==> src/rtl/pll_phase_sequencer.sv <==
// rtl/pll_phase_sequencer.sv - PLL dynamic-phase stepping / clock-switch sequencer with per-counter offsets
module pll_phase_sequencer #(
    parameter int SEL_W        = 3,
    parameter int NUM_SEL      = 7,
    parameter int STEP_W       = 8,
    parameter int OFS_W        = 12,
    parameter int SCAN_HALF    = 16,
    parameter int CLKSW_HOLD   = 8,
    parameter int DONE_TIMEOUT = 4096
) (
    input  logic              clk,
    input  logic              rstn,
    input  logic              cmd_valid,
    output logic              cmd_ready,
    input  logic              cmd_op,
    input  logic [SEL_W-1:0]  cmd_sel,
    input  logic              cmd_dir,
    input  logic [STEP_W-1:0] cmd_steps,
    input  logic              phasedone,
    output logic [SEL_W-1:0]  phasecounterselect,
    output logic              phaseupdown,
    output logic              phasestep,
    output logic              scanclk,
    output logic              clkswitch,
    output logic              busy,
    output logic              done,
    output logic              err_timeout,
    output logic              err_badsel,
    input  logic [SEL_W-1:0]  ofs_rd_sel,
    output logic [OFS_W-1:0]  ofs_rd_data
);

    typedef enum logic [2:0] {
        S_IDLE,
        S_CLKSW,
        S_STEP_SETUP,
        S_STEP_ASSERT,
        S_STEP_WAIT,
        S_DONE
    } state_t;

    localparam int DIV_W  = (SCAN_HALF > 1) ? $clog2(SCAN_HALF) : 1;
    localparam int HOLD_W = $clog2(CLKSW_HOLD + 1);
    localparam int TMO_W  = $clog2(DONE_TIMEOUT + 1);

    localparam logic [DIV_W-1:0]  DIV_LAST  = DIV_W'(SCAN_HALF - 1);
    localparam logic [DIV_W-1:0]  DIV_ONE   = DIV_W'(1);
    localparam logic [HOLD_W-1:0] HOLD_LAST = HOLD_W'(CLKSW_HOLD - 1);
    localparam logic [HOLD_W-1:0] HOLD_ONE  = HOLD_W'(1);
    localparam logic [TMO_W-1:0]  TMO_LAST  = TMO_W'(DONE_TIMEOUT - 1);
    localparam logic [TMO_W-1:0]  TMO_ONE   = TMO_W'(1);
    localparam logic [STEP_W-1:0] STEP_ONE  = STEP_W'(1);
    localparam logic [SEL_W:0]    SEL_LIMIT = (SEL_W+1)'(NUM_SEL);

    localparam logic signed [OFS_W-1:0] OFS_MAX = {1'b0, {(OFS_W-1){1'b1}}};
    localparam logic signed [OFS_W-1:0] OFS_MIN = {1'b1, {(OFS_W-1){1'b0}}};
    localparam logic signed [OFS_W-1:0] OFS_ONE = OFS_W'(1);

    state_t              state;
    logic [SEL_W-1:0]    sel_q;
    logic                dir_q;
    logic [STEP_W-1:0]   rem;
    logic [DIV_W-1:0]    div_cnt;
    logic [1:0]          rise_cnt;
    logic [HOLD_W-1:0]   hold_cnt;
    logic [TMO_W-1:0]    tmo_cnt;
    logic                seen_low;
    logic                got_done;
    logic                aborted;
    logic                pd_meta;
    logic                pd_sync;
    logic                tick;
    logic [OFS_W-1:0]    rd_val;
    logic signed [OFS_W-1:0] acc [1:NUM_SEL-1];

    assign cmd_ready = (state == S_IDLE);
    assign busy      = (state != S_IDLE);
    assign tick      = (div_cnt == DIV_LAST);

    always_comb begin
        rd_val = '0;
        for (int i = 1; i < NUM_SEL; i++) begin
            if (ofs_rd_sel == SEL_W'(i)) begin
                rd_val = acc[i];
            end
        end
    end

    always_ff @(posedge clk) begin
        if (!rstn) begin
            state              <= S_IDLE;
            sel_q              <= '0;
            dir_q              <= 1'b1;
            rem                <= '0;
            div_cnt            <= '0;
            rise_cnt           <= '0;
            hold_cnt           <= '0;
            tmo_cnt            <= '0;
            seen_low           <= 1'b0;
            got_done           <= 1'b0;
            aborted            <= 1'b0;
            pd_meta            <= 1'b1;
            pd_sync            <= 1'b1;
            phasecounterselect <= '0;
            phaseupdown        <= 1'b1;
            phasestep          <= 1'b0;
            scanclk            <= 1'b0;
            clkswitch          <= 1'b0;
            done               <= 1'b0;
            err_timeout        <= 1'b0;
            err_badsel         <= 1'b0;
            ofs_rd_data        <= '0;
            for (int i = 1; i < NUM_SEL; i++) begin
                acc[i] <= '0;
            end
        end else begin
            done        <= 1'b0;
            err_badsel  <= 1'b0;
            pd_meta     <= phasedone;
            pd_sync     <= pd_meta;
            ofs_rd_data <= rd_val;

            // scanclk free-runs from the divider only while a step is in flight
            if (state == S_STEP_ASSERT || state == S_STEP_WAIT) begin
                if (tick) begin
                    div_cnt <= '0;
                    scanclk <= ~scanclk;
                end else begin
                    div_cnt <= div_cnt + DIV_ONE;
                end
            end

            case (state)
                S_IDLE: begin
                    if (cmd_valid) begin
                        sel_q       <= cmd_sel;
                        dir_q       <= cmd_dir;
                        rem         <= cmd_steps;
                        err_timeout <= 1'b0;
                        if (cmd_op) begin
                            clkswitch <= 1'b1;
                            hold_cnt  <= '0;
                            state     <= S_CLKSW;
                        end else if ({1'b0, cmd_sel} >= SEL_LIMIT) begin
                            err_badsel <= 1'b1;
                        end else if (cmd_steps == '0) begin
                            done <= 1'b1;
                        end else begin
                            state <= S_STEP_SETUP;
                        end
                    end
                end

                S_CLKSW: begin
                    if (hold_cnt == HOLD_LAST) begin
                        clkswitch <= 1'b0;
                        done      <= 1'b1;
                        state     <= S_DONE;
                    end else begin
                        hold_cnt <= hold_cnt + HOLD_ONE;
                    end
                end

                S_STEP_SETUP: begin
                    phasecounterselect <= sel_q;
                    phaseupdown        <= dir_q;
                    scanclk            <= 1'b0;
                    phasestep          <= 1'b1;
                    div_cnt            <= '0;
                    rise_cnt           <= '0;
                    state              <= S_STEP_ASSERT;
                end

                S_STEP_ASSERT: begin
                    if (tick && !scanclk) begin
                        rise_cnt <= rise_cnt + 2'd1;
                    end
                    // phasestep is released on the falling scanclk edge after the second rise
                    if (tick && scanclk && rise_cnt == 2'd2) begin
                        phasestep <= 1'b0;
                        tmo_cnt   <= '0;
                        seen_low  <= 1'b0;
                        got_done  <= 1'b0;
                        aborted   <= 1'b0;
                        state     <= S_STEP_WAIT;
                    end
                end

                S_STEP_WAIT: begin
                    if (!got_done && !aborted) begin
                        if (!pd_sync) begin
                            seen_low <= 1'b1;
                        end
                        if (seen_low && pd_sync) begin
                            got_done <= 1'b1;
                            rem      <= rem - STEP_ONE;
                            for (int i = 1; i < NUM_SEL; i++) begin
                                if (sel_q == '0 || sel_q == SEL_W'(i)) begin
                                    if (dir_q && acc[i] != OFS_MAX) begin
                                        acc[i] <= acc[i] + OFS_ONE;
                                    end else if (!dir_q && acc[i] != OFS_MIN) begin
                                        acc[i] <= acc[i] - OFS_ONE;
                                    end
                                end
                            end
                        end else if (tmo_cnt == TMO_LAST) begin
                            aborted     <= 1'b1;
                            err_timeout <= 1'b1;
                            rem         <= '0;
                        end else begin
                            tmo_cnt <= tmo_cnt + TMO_ONE;
                        end
                    end
                    if (got_done && tick && scanclk) begin
                        if (rem != '0) begin
                            state <= S_STEP_SETUP;
                        end else begin
                            done      <= 1'b1;
                            scanclk   <= 1'b0;
                            phasestep <= 1'b0;
                            state     <= S_DONE;
                        end
                    end
                    if (aborted && !scanclk) begin
                        done      <= 1'b1;
                        scanclk   <= 1'b0;
                        phasestep <= 1'b0;
                        state     <= S_DONE;
                    end
                end

                S_DONE: begin
                    scanclk   <= 1'b0;
                    phasestep <= 1'b0;
                    state     <= S_IDLE;
                end

                default: begin
                    state <= S_IDLE;
                end
            endcase
        end
    end

endmodule

==> config.mk <==
export PLATFORM = sky130hd
export DESIGN_NAME = pll_phase_sequencer
export DESIGN_NICKNAME = d
export VERILOG_FILES = /design/src/rtl/pll_phase_sequencer.sv
export SDC_FILE = /design/constraint.sdc
export NUM_CORES = 1
export LEC_CHECK = 0
export ABC_CLOCK_PERIOD_IN_PS = 3400
export BUFFER_PORTS_ARGS = -buffer_cell sky130_fd_sc_hd__buf_2
export CAP_MARGIN = 20
export CORE_ASPECT_RATIO = 1.1
export CORE_UTILIZATION = 50
export CTS_BUF_LIST = sky130_fd_sc_hd__clkbuf_2
export DETAILED_ROUTE_END_ITERATION = 7
export GPL_TIMING_DRIVEN = 0
export MAX_ROUTING_LAYER = met4
export PLACE_DENSITY = 0.8
export SETUP_SLACK_MARGIN = 0.1
export SYNTH_ARGS = -nofsm -noshare
export SYNTH_HDL_FRONTEND = slang
export SYNTH_SLANG_ARGS = --single-unit
==> constraint.sdc <==
create_clock -name clk -period 3.4 [get_ports clk]
set_clock_uncertainty 0.15 [all_clocks]
set_input_delay 0.17 -clock clk [delete_from_list [all_inputs] [get_ports clk]]
set_output_delay 0.17 -clock clk [all_outputs]
set_load 0.05 [all_outputs]
Word-level counts from Yosys, hierarchy flattened:

Memories as Yosys holds them, arrays and structs flattened.
Cells that the tools add are included.

* flip-flop bits (word level): 65
* bits of input ports: 20
* output and inout bits: 24
* memory bits (writable): 72
* word-level logic and storage cells: 336
* memories: 1

Memory list
* acc: words 6, width 12, rd ports 6, clocked after Yosys merged registers in 0, wr ports 6, line 74 `logic signed [OFS_W-1:0] acc [1:NUM_SEL-1];`

* bitwise operators: 16
* reduce and logical (&&, ||, !) cells: 56
* muxes and demuxes: 173
* $add $sub $neg: 17
* magnitude comparators: 1
* eq/ne operators: 50

Operator list (number)
* two-way mux 12 bit: 18
* != test 12 bit, second input constant: 12
* two-way mux 1 bit: 120
* adder 12 x 2 -> 12 bit, second input constant: 6
* subtractor 12 x 2 -> 12 bit, second input constant: 6
* two-way mux 13 bit: 4
* two-way mux 8 bit: 4
* two-way mux 3 bit: 9
* case mux 13 bit (2 select lines): 1
* == test 3 bit, second input constant: 8
* AND reduction 4 bit: 6
* logical AND 1 bit: 20
* == test 3 x 2 -> 1 bit, second input constant: 6
* two-way mux 4 bit: 4
* case mux 8 bit (2 select lines): 1
* case mux 3 bit (5 select lines): 1
* AND reduction 5 bit: 3
* adder 13 x 1 -> 13 bit, second input constant: 1
* == test 13 x 12 -> 1 bit, second input constant: 1
* != test 2 x 1 -> 1 bit, second input constant: 6
* != test 2 bit, second input constant: 6
* OR 1 bit: 12
* case mux 1 bit (2 select lines): 6
* == test 3 x 1 -> 1 bit, second input constant: 3
* 28 further kinds: 49

Logic depth before layout (Yosys ltp):

* depth in word-level cells: 11
* gate-level depth with buffers: 10
* mapped depth without buffers: 8

Least setup slack after synthesis:

OpenSTA, ideal clock, no wires.

* path kind: register to register
* from: register state[1]
* to: register acc[0][48] (netlist name)
* required time: 2825 ps
* data arrival time: 2941 ps
* path buffers: 3
* library setup time: 425 ps
* clock period less this slack: 3517 ps
* cell stages (with the launch flop): 7
* slack: -117 ps
* cell sequence: dfxtp_1 buf_2 or3b_1 buf_2 or3_1 clkbuf_1 o311ai_0

RTL lines
* start, declared: line 59 `state_t state;`
* start signal, assigned: line 91 `state <= S_IDLE;`
* start signal, assigned: line 143 `state <= S_CLKSW;`
* start signal, assigned: line 149 `state <= S_STEP_SETUP;`

Worst setup path in the final report:

* from: register div_cnt[0]
* to: register state[2]

* cells in the longest elaborated chain, start to end: 5
* elaborated cells on any way between the ends: 8
* classes of those cells: eq/ne (3); reduce/logical (5)

Ends and longest elaborated chain
* start, declared: line 63 `logic [DIV_W-1:0] div_cnt;`
* start signal, assigned: line 129 `div_cnt <= div_cnt + DIV_ONE;`
* == test 4 bit (*): line 78 `assign tick = (div_cnt == DIV_LAST);`
* logical AND 1 bit, on equally long branches (2 in series): line 214, 179
* != test 3 x 1 -> 1 bit (no source line) or != test 2 x 1 -> 1 bit (tied branches)
* AND reduction 6 bit (no source line) (*)
* end signal, assigned: line 216 `state <= S_STEP_SETUP;`
* end signal, assigned: line 221 `state <= S_DONE;`
* end signal, assigned: line 228 `state <= S_DONE;`

Mark *: on every way between the ends. The rest lies on a longest branch, timed or not.
A chain may end at the register's enable or synchronous reset.

==> impl_metrics.toml <==
[timing]
setup_tns_ps = 0
tightest_slew_ps = 831
finalCritPeriodShare_pct = 92.8
setup-violations-final = 0
rsz0062_at_grt = "no"
fin_crit_ps = 3150
finalMaxSlewViolations = 0
hold_violations = 0
max_slew_margin_pct = 44.4
timing.fmax_mhz = 317

[routing]
vias = 9750
drt_iter0_markers = 814
postRouteAntennaNets = 0
wl_um = 27000
wl_per_cell_um = 18.1
firstDrtPassIters = 6
vias_per_cell = 6.55
drc = 0

[critical_path]
cp-end-kind = "flop"
reg2reg_slack_ps = 250
critPathArrivalTime_ps = 3720
startpoint_type = "flop"
path_class = "reg -> reg"
crit_path_max_fanout = 5
crit_required_ps = 3970

[synthesis]
synth.most_common_cell = "nor2_1"
netlist.area_leader.share_pct = 22.8
syn_nets = 1182
syn_inst = 1137
yosys.area.top_type = "edfxtp_1"
ys_ff_latch = 137
ys.flop_type = "edfxtp_1"
syn_area_um2 = 9500
synth-edff-count = 72
synth_async_sr_flop_share_pct = 0
syn_avg_cell_area_um2 = 8.36
ys_top_cells_by_count = "108 x nor2_1, 84 x nand2_1, 72 x edfxtp_1"
synth_area_leaders = "edfxtp_1 23%, dfxtp_1 14%, a221oi_1 4.3%"
yosysWarnings = 0
ys_seq_area_share_pct = 36.5
ys_types = 81

[clock_network]
root_buffer = "clkbuf_2"
htree_levels = 4
clockBufferDepth = 2
cts_sinks = 137
path_clk_slew_ps = 230
numCtsBuffers = 17
post-cts-setup-buffers = 0
cts_tree = "built"
clkLatencyLatePin_ps = 770

[run]
cap_violations = 0

[grt]
antenna_found_initial = 1
grt_pass1_vias = 8885
grt_overflow = 0
grt_max_degree = 17
grt.total_usage_pct = 28.6
grt_first_pass_wirelength_um = 43600

[floorplanning]
die_height_um = 147
dieWidth_um = 133
core_area_um2 = 18500
start_util_pct = 51.4
boundaryPins = 44
die_area_um2 = 19600
rows = 52

[power]
clkPwrFrac_pct = 24.8
power_frac_seq_pct = 43.2
power_leakage_nw = 3.86
ir_drop_uv = 321
combPwrFrac_pct = 32.0
switching_share_pct = 38.5
powerDensity_nw_per_um2 = 444
p_int_mw = 2.92
p_sw_mw = 1.83

[final_layout]
area_growth_pct = 12.6
fin_nets = 1277
fin_cells = 1489
fillCellCount = 1671
drive_above_1_share_pct = 11.8

[place]
gp_routability_congestion = 0.956
hpwl_um = 18700
io_buffers = 38
dpl.cell_count = 1422

[run_status]
status = "complete, no violations"

[min_path]
hold_class = "in -> reg"
layout by cell type, fill, tap and decap left out, types with 47 or more instances in the layout:
cell and count:
nand3_1 56, inv_1 54, a221oi_1 47, o21ai_0 49, a21oi_1 61, buf_2 59, clkbuf_1 62, edfxtp_1 72
nor2_1 108, nand2_1 84, dfxtp_1 64
registers in the layout, summed over array words and instances, names as in the netlist, 4 cells and up:
name	count
acc	72
ofs_rd_data	12
tmo_cnt	13
rem	8
hold_cnt	4
div_cnt	4
power groups by stage:
stage	registers [mW]	logic (mW)	clock network, mW
detailed placement	2.08	1.40	0
CTS	2.04	1.46	1.19
floorplan	2.14	0.985	0
global route	2.07	1.63	1.25
global placement	2.07	1.37	0
finish	2.05	1.52	1.18
final timing paths:
kind / startpoint / to / cells after the start
worst max-delay path: div_cnt[0] / state[2] / 9
worst min-delay path: cmd_steps[0] / rem[0] / 4
worst max register to register: div_cnt[0] / state[2] / 9
worst min register to register: tmo_cnt[12] / tmo_cnt[12] / 2
cells by family after synthesis:
kind of cell    after synthesis  share of synthesized area (%)
compound gates              319                           23.7
xor+xnor                      5                          0.461
fa+ha+maj                    25                           3.29
buf+inv                     146                           6.32
flops                       137                           36.5
mux                          29                           3.28
simple gates                476                           26.5
layer usage:
metal | track usage [%] | part of all wire, % | vias to the layer above
met5 | - | 0 | -
met4 | 13.9 | 4.5 | 0
met3 | 5.76 | 7.7 | 111
met2 | 45.6 | 48 | 476
met1 | 34.3 | 40 | 4615
li1 | - | - | 4548
repair_timing:
action,4_1_cts,5_1_grt
hold endpoints to repair,40,0
hold buffers,34,0
setup endpoints to repair,0,21
gates resized for setup,0,4
critical path, stage by stage, from the launching register on:
cell and delay [ps]:
dfxtp_2 410, ha_1 190, and3_2 260, ha_1 180
nand2_1 90, nand2_1 110, o21a_1 160, or4b_2 680
o32ai_1 310, dlygate4sd3_1 580
metrics by stage:
stage	area (µm²)	worst slack, ps	power (mW)	util (%)	hold slack [ps]
5_1_grt	10700	109	4.95	57.9	95.6
4_1_cts	10700	188	4.69	57.8	55.3
3_3_place_gp	9990	-259	3.44	54.1	223
6_report	10700	246	4.75	57.9	115
2_1_floorplan	9500	398	3.13	-	121
3_5_place_dp	10000	247	3.48	54.4	226
area by class of cell:
type | count | area [µm²] | share of cell area, %
Antenna cell | 1 | 2.50 | 0.0234
Clock buffer | 18 | 90.1 | 0.842
Buffer | 92 | 398 | 3.72
Inverter | 54 | 203 | 1.90
Timing Repair Buffer | 76 | 572 | 5.35
Sequential cell | 137 | 3460 | 32.4
Multi-Input combinational cell | 854 | 5460 | 51.1
Clock inverter | 14 | 196 | 1.84
Tap cell | 243 | 304 | 2.84
No activity file was read; power rests on OpenSTA's default activity.
